--- src/rtl/mult_pkg.sv ---
`timescale 1ns/1ps
// Shared types and widths for the multiplier -> accumulator path.
package mult_pkg;
  localparam int PW_DEF    = 16;  // m+n of the 8x8 multiplier stage
  localparam int ACC_W_DEF = 24;
  localparam int CNT_W_DEF = 4;

  localparam logic [ACC_W_DEF-1:0] SAT_MAX = '1;

  typedef enum logic {ACC, HOLD} state_e;
endpackage

--- src/rtl/product_accumulator_if.sv ---
`timescale 1ns/1ps
// Product-in / block-sum-out handshake bundle for product_accumulator.
interface product_accumulator_if import mult_pkg::*; #(
  parameter int PW    = PW_DEF,
  parameter int ACC_W = ACC_W_DEF,
  parameter int CNT_W = CNT_W_DEF
);
  logic [PW-1:0]    prod;
  logic             prod_valid;
  logic             prod_ready;
  logic [CNT_W-1:0] blk_len;
  logic             flush;
  logic [ACC_W-1:0] sum;
  logic [CNT_W-1:0] sum_cnt;
  logic             sum_sat;
  logic             sum_valid;
  logic             sum_ready;

  modport master (
    output prod, prod_valid, blk_len, flush, sum_ready,
    input  prod_ready, sum, sum_cnt, sum_sat, sum_valid
  );
  modport slave (
    input  prod, prod_valid, blk_len, flush, sum_ready,
    output prod_ready, sum, sum_cnt, sum_sat, sum_valid
  );
endinterface

--- src/rtl/sat_adder.sv ---
`timescale 1ns/1ps
// Combinational saturating add of a zero-extended product into an accumulator.
module sat_adder #(
  parameter int ACC_W = 24,
  parameter int PW    = 16
) (
  input  logic [ACC_W-1:0] a,
  input  logic [PW-1:0]    b,
  output logic [ACC_W-1:0] s,
  output logic             ovf
);
  logic [ACC_W:0] raw;

  assign raw = {1'b0, a} + {{(ACC_W+1-PW){1'b0}}, b};
  assign ovf = raw[ACC_W];
  // A carry-out clamps to all ones; an already-clamped acc stays clamped.
  assign s   = ovf ? {ACC_W{1'b1}} : raw[ACC_W-1:0];
endmodule

--- src/rtl/product_accumulator.sv ---
`timescale 1ns/1ps
// Sums blocks of multiplier products into a saturating accumulator and
// presents each block sum on a valid/ready output.
module product_accumulator import mult_pkg::*; #(
  parameter int PW    = PW_DEF,
  parameter int ACC_W = ACC_W_DEF,
  parameter int CNT_W = CNT_W_DEF
) (
  input  logic                  clk,
  input  logic                  rst,
  product_accumulator_if.slave  bus
);
  state_e           state, state_nx;
  logic [ACC_W-1:0] acc, acc_nx, add_s;
  logic [CNT_W-1:0] cnt, cnt_nx, len_q, len_eff;
  logic             sat_q, sat_nx, add_ovf;
  logic [ACC_W-1:0] sum_r;
  logic [CNT_W-1:0] cnt_r;
  logic             sat_r;
  logic             accept, out_hs, first;

  assign accept  = bus.prod_valid & bus.prod_ready;
  assign out_hs  = bus.sum_valid & bus.sum_ready;
  assign first   = (cnt == '0);
  // Length is latched from the first product; zero means single-product blocks.
  assign len_eff = first ? ((bus.blk_len == '0) ? CNT_W'(1) : bus.blk_len) : len_q;

  sat_adder #(.ACC_W(ACC_W), .PW(PW)) u_add (
    .a(acc), .b(bus.prod), .s(add_s), .ovf(add_ovf)
  );

  always_ff @(posedge clk or negedge rst) begin
    if (!rst) state <= ACC;
    else      state <= state_nx;
  end

  always_comb begin
    state_nx = state;
    case (state)
      ACC: begin
        if (accept && (cnt_nx == len_eff || bus.flush)) state_nx = HOLD;
        else if (!accept && bus.flush && !first)         state_nx = HOLD;
      end
      HOLD: if (out_hs) state_nx = ACC;
      default: state_nx = ACC;
    endcase
  end

  always_comb begin
    bus.prod_ready = (state == ACC);
    bus.sum_valid  = (state == HOLD);
  end

  always_comb begin
    acc_nx = acc;
    cnt_nx = cnt;
    sat_nx = sat_q;
    if (accept) begin
      acc_nx = add_s;
      cnt_nx = cnt + CNT_W'(1);
      sat_nx = sat_q | add_ovf;
    end else if (out_hs) begin
      acc_nx = '0;
      cnt_nx = '0;
      sat_nx = 1'b0;
    end
  end

  always_ff @(posedge clk or negedge rst) begin
    if (!rst) begin
      acc   <= '0;
      cnt   <= '0;
      sat_q <= 1'b0;
      len_q <= '0;
      sum_r <= '0;
      cnt_r <= '0;
      sat_r <= 1'b0;
    end else begin
      acc   <= acc_nx;
      cnt   <= cnt_nx;
      sat_q <= sat_nx;
      if (accept && first) len_q <= len_eff;
      // Output regs snapshot the closing block so they hold after the handshake.
      if (state == ACC && state_nx == HOLD) begin
        sum_r <= acc_nx;
        cnt_r <= cnt_nx;
        sat_r <= sat_nx;
      end
    end
  end

  assign bus.sum     = sum_r;
  assign bus.sum_cnt = cnt_r;
  assign bus.sum_sat = sat_r;
endmodule
--- src/flat_wrapper.sv ---
// flat-port wrapper written by rule: the top's interface ports become plain ports
module product_accumulator_flat import mult_pkg::*;
#(
  parameter int PW    = PW_DEF,
  parameter int ACC_W = ACC_W_DEF,
  parameter int CNT_W = CNT_W_DEF
)
  (clk, rst, bus_prod, bus_prod_valid, bus_blk_len, bus_flush, bus_sum_ready, bus_prod_ready, bus_sum, bus_sum_cnt, bus_sum_sat, bus_sum_valid);
  product_accumulator_if #(.PW(PW), .ACC_W(ACC_W), .CNT_W(CNT_W)) bus_i ();
  input  logic clk;
  input  logic rst;
  input wire logic [$bits(bus_i.prod)-1:0] bus_prod;
  input wire logic [$bits(bus_i.prod_valid)-1:0] bus_prod_valid;
  input wire logic [$bits(bus_i.blk_len)-1:0] bus_blk_len;
  input wire logic [$bits(bus_i.flush)-1:0] bus_flush;
  input wire logic [$bits(bus_i.sum_ready)-1:0] bus_sum_ready;
  output wire logic [$bits(bus_i.prod_ready)-1:0] bus_prod_ready;
  output wire logic [$bits(bus_i.sum)-1:0] bus_sum;
  output wire logic [$bits(bus_i.sum_cnt)-1:0] bus_sum_cnt;
  output wire logic [$bits(bus_i.sum_sat)-1:0] bus_sum_sat;
  output wire logic [$bits(bus_i.sum_valid)-1:0] bus_sum_valid;
  assign bus_i.prod = bus_prod;
  assign bus_i.prod_valid = bus_prod_valid;
  assign bus_i.blk_len = bus_blk_len;
  assign bus_i.flush = bus_flush;
  assign bus_i.sum_ready = bus_sum_ready;
  assign bus_prod_ready = bus_i.prod_ready;
  assign bus_sum = bus_i.sum;
  assign bus_sum_cnt = bus_i.sum_cnt;
  assign bus_sum_sat = bus_i.sum_sat;
  assign bus_sum_valid = bus_i.sum_valid;
  product_accumulator #(.PW(PW), .ACC_W(ACC_W), .CNT_W(CNT_W)) u_core (.clk(clk), .rst(rst), .bus(bus_i));
endmodule
--- config.mk ---
export PLATFORM = sky130hd
export DESIGN_NAME = product_accumulator_flat
export DESIGN_NICKNAME = d
export VERILOG_FILES = /design/src/rtl/mult_pkg.sv /design/src/rtl/product_accumulator_if.sv /design/src/rtl/sat_adder.sv /design/src/rtl/product_accumulator.sv /design/src/flat_wrapper.sv
export SDC_FILE = /design/constraint.sdc
export NUM_CORES = 1
export LEC_CHECK = 0
export ABC_CLOCK_PERIOD_IN_PS = 2500
export CORE_AREA = 2 2 71 124
export DETAILED_ROUTE_END_ITERATION = 12
export DIE_AREA = 0 0 73 126
export PLACE_DENSITY_LB_ADDON = 0.1
export SLEW_MARGIN = 15
export SYNTH_ARGS = -nofsm -noshare
export SYNTH_HDL_FRONTEND = slang
export SYNTH_SLANG_ARGS = --single-unit
--- constraint.sdc ---
create_clock -name clk -period 2.5 [get_ports clk]
set_input_delay 0.5 -clock clk [delete_from_list [all_inputs] [get_ports clk]]
set_output_delay 0.5 -clock clk [all_outputs]
set_load 0.01 [all_outputs]
==> flow_metrics.env <==
export IMPL_status="complete, but fails checks"
export IMPL_violations="negative setup slack"
export IMPL_dr_first_iter_drc_count=133
export IMPL_grt_usage_pct=22.62
export IMPL_antenna_found_initial=0
export IMPL_rows=44
export IMPL_die_h_um=126
export IMPL_synthFlopType="dfrtp_1"
export IMPL_grt_setup_unrepaired="yes"
export IMPL_cp_data_arrival_time_ns=2.82
export IMPL_via_count=3127
export IMPL_cts_sinks=63
export IMPL_final_cells=567
export IMPL_synth_common_cells="63 x dfrtp_1, 39 x nand2_1, 25 x o21ai_0"
export IMPL_cts_root_buf="clkbuf_16"
export IMPL_post_drt_wl_per_cell_um=17.35
export IMPL_clk_pin_slew_ns=0.06
export IMPL_ys_warnings_count=0
export IMPL_critPathCaptureType="register"
export IMPL_synth_top_area_share_pct=43.67
export IMPL_netlist_instances=339
export IMPL_finalHoldViolations=0
export IMPL_gr_usage_met2_pct=41.92
export IMPL_place_congestion=0.8201
export IMPL_grt_pass1_wl_mm=15.90
export IMPL_routed_via_density=5.515
export IMPL_avgSynthCellArea_um2=10.65
export IMPL_period_share_pct=104.0
export IMPL_synth_most_common_cell="dfrtp_1"
export IMPL_ir_drop_mv=0.7236
export IMPL_fill_cells=670
export IMPL_path_depth=9
export IMPL_clockBufferDepth=2
export IMPL_cts_htree_levels=3
export IMPL_ys_ff_latch=63
export IMPL_yosysUniqueCellTypes=52
export IMPL_criticalPathCategory="register to register"
export IMPL_timing_final_ws_setup_ns=-0.09968
export IMPL_fin_skew_ns=0.008935
export IMPL_seq_area_frac_synth_pct=43.67
export IMPL_cts_buffers=9
export IMPL_wirelength_mm=9.840
export IMPL_worstMarginPinSlew_ns=0.5575
export IMPL_setup_violations=23
export IMPL_powerDensity_nw_per_um2=1251
export IMPL_die_w_um=73
export IMPL_path_max_fanout=6
export IMPL_period_needed_ns=2.600
export IMPL_synthToLayoutAreaGrowth_pct=49.36
export IMPL_leakage_nw=2.524
export IMPL_slowest_stage="dfrtp_1"
export IMPL_post_route_util_pct=65.73
export IMPL_grt_max_degree=25
export IMPL_power_mw=6.746
export IMPL_rr_worst_depth=9
export IMPL_pin_count=56
export IMPL_synth_edff_count=0
export IMPL_cp_num_buf_inv=0
export IMPL_hold_buffers=0
export IMPL_hold_path_class="input pin to async pin"
export IMPL_antenna_cells=0
export IMPL_insertion_delay_ns=0.33
export IMPL_grt_pass1_vias=3320
export IMPL_cp_top_family="compound AO/OA/AOI/OAI gates"
export IMPL_path_cells="ha_4 > fa_2 > a211oi_4 > o21ai_2 > a21o_1 > a21oi_4 > or3_4 > o211ai_1 > mux2_4"
export IMPL_syn_nets=383
export IMPL_final_max_slew_viol_count=0
export IMPL_max_slew_margin_pct=62.83
export IMPL_ys_async_sr_fraction_pct=100.0
export IMPL_cap_violations=0
export IMPL_max_freq_ghz=0.3847
export IMPL_grt_overflow=0
export IMPL_core_um2=8203
export IMPL_critPathMaxStageDelay_ns=0.41
export IMPL_pre_cts_ws_ns=-0.7073
export IMPL_hpwl_mm=6.817
export IMPL_grt_busiest_layer="met2"
export IMPL_nets=514
export IMPL_start_util_pct=44.01
export IMPL_drc=0
export IMPL_dp_cells=540
export IMPL_io_buffer_count=55
export IMPL_synth_top_cell_by_area="dfrtp_1"
export IMPL_die_area_um2=9198
export IMPL_gr_usage_met1_pct=23.81
export IMPL_critPathRequiredTime_ns=2.72
export IMPL_cts_tree="done"
export IMPL_netlist_area_um2=3610
export IMPL_ant_nets=0
export IMPL_use_met3_pct=4.720
export IMPL_startpoint_type="register"
export IMPL_drive_gt1_share_pct=33.47
export IMPL_first_pass_iters=6
export IMPL_synthTopCellsByArea="dfrtp_1 44%, mux2_4 7.1%, ha_1 6.2%"
==> routing by layer <==
metal	part of all wire, %	vias to the layer above
li1	-	1506
met1	39	1537
met2	56	65
met3	2.9	19
met4	2.5	0
met5	0	-
==> worst reg2reg max path: stages (launching register included) <==
cell	delay, ns
dfrtp_1	0.41
ha_4	0.18
fa_2	0.37
a211oi_4	0.26
o21ai_2	0.09
a21o_1	0.21
a21oi_4	0.29
or3_4	0.26
o211ai_1	0.14
mux2_4	0.28
==> cell usage in the layout (no fill, tap or decap), types with 3 or more instances in the layout <==
cell type | Yosys | layout
buf_4 | 2 | 68
dfrtp_1 | 63 | 63
clkdlybuf4s50_1 | 0 | 48
nand2_1 | 39 | 35
mux2_4 | 17 | 22
o21ai_0 | 25 | 18
a21oi_1 | 17 | 16
nor2_1 | 17 | 15
xnor2_1 | 11 | 10
ha_1 | 18 | 10
clkbuf_16 | 0 | 9
inv_1 | 8 | 8
mux2i_1 | 10 | 8
a21o_1 | 8 | 8
xor2_1 | 8 | 8
ha_4 | 0 | 8
nor3_1 | 8 | 7
a22oi_1 | 7 | 7
o21a_1 | 6 | 6
and3_1 | 6 | 5
o21ai_2 | 1 | 5
nand4_1 | 4 | 4
nand3_1 | 4 | 4
nand2_2 | 0 | 4
mux2_2 | 9 | 4
dlygate4sd2_1 | 0 | 4
a21oi_4 | 1 | 3
o211ai_1 | 3 | 3
a221o_1 | 3 | 3
o21ai_1 | 0 | 3
buf_12 | 0 | 3
buf_6 | 2 | 3
==> flip-flops by register name, indices dropped and copies added (netlist names) <==
| signal | cells |
|---|---|
| u_core.acc | 24 |
| u_core.sat_q | 1 |
| u_core.bus.sum_sat | 1 |
| u_core.bus.sum_cnt | 4 |
| u_core.bus.sum_valid | 1 |
| u_core.bus.sum | 24 |
| u_core.cnt | 4 |
| u_core.len_q | 4 |
==> cell type report <==
cell class,count,area (um2),share of cell area [%]
inverter,8,30.03,0.5570
clock buffer,10,239.0,4.433
clock inverter,6,67.56,1.253
tap,92,115.1,2.135
multi-input combinational,259,2216,41.10
sequential,63,1577,29.24
timing repair buffer,129,1147,21.28
==> final timing paths <==
path / start / to / slack, ns
setup / recovery: u_core.acc[0] / u_core.bus.sum[4] / -0.1
hold / removal: rst / u_core.acc[14] / 0.16
hold reg to reg: u_core.bus.sum[21] / u_core.bus.sum[21] / 0.47
min in group clk: u_core.bus.sum[21] / u_core.bus.sum[21] / 0.47
setup reg to reg: u_core.acc[0] / u_core.bus.sum[4] / -0.1
max in group asynchronous: rst / u_core.acc[16] / 1.63
==> report_power, final <==
group / total, mW / switching, mW / internal, mW
clock: 1.28 / 0.474 / 0.801
sequential: 1.64 / 0.275 / 1.37
combinational: 3.83 / 1.71 / 2.12
==> cell families after synthesis <==
group                    count (synthesis)  share of synthesized area [%]
AO/OA/AOI/OAI                           95                          18.23
AND/OR/NAND/NOR                         89                          11.51
flip-flops                              63                          43.67
multiplexers                            36                          12.65
XOR/XNOR                                19                          4.610
adder cells (fa/ha/maj)                 19                          6.794
buffers and inverters                   18                          2.530
==> per-stage QoR <==
step           instance area (um2)  hold slack (ns)  setup TNS (ns)
6_report                      5391           0.1564          -1.247
5_1_grt                       5391           0.1901          -3.564
4_1_cts                       5220           0.1718          -2.434
3_5_place_dp                  4762           0.4602          -27.20
3_3_place_gp                  4762           0.4562          -24.26
2_1_floorplan                 3649           0.2044         -0.4605
==> repair_timing <==
action	4_1_cts	5_1_grt
pin swaps	20	15
gates cloned	1	0
endpoints found under the setup margin	48	38
setup buffers	4	7
hold endpoints to repair	0	0
gates resized for setup	31	23
(Power assumes the default switching activity.)
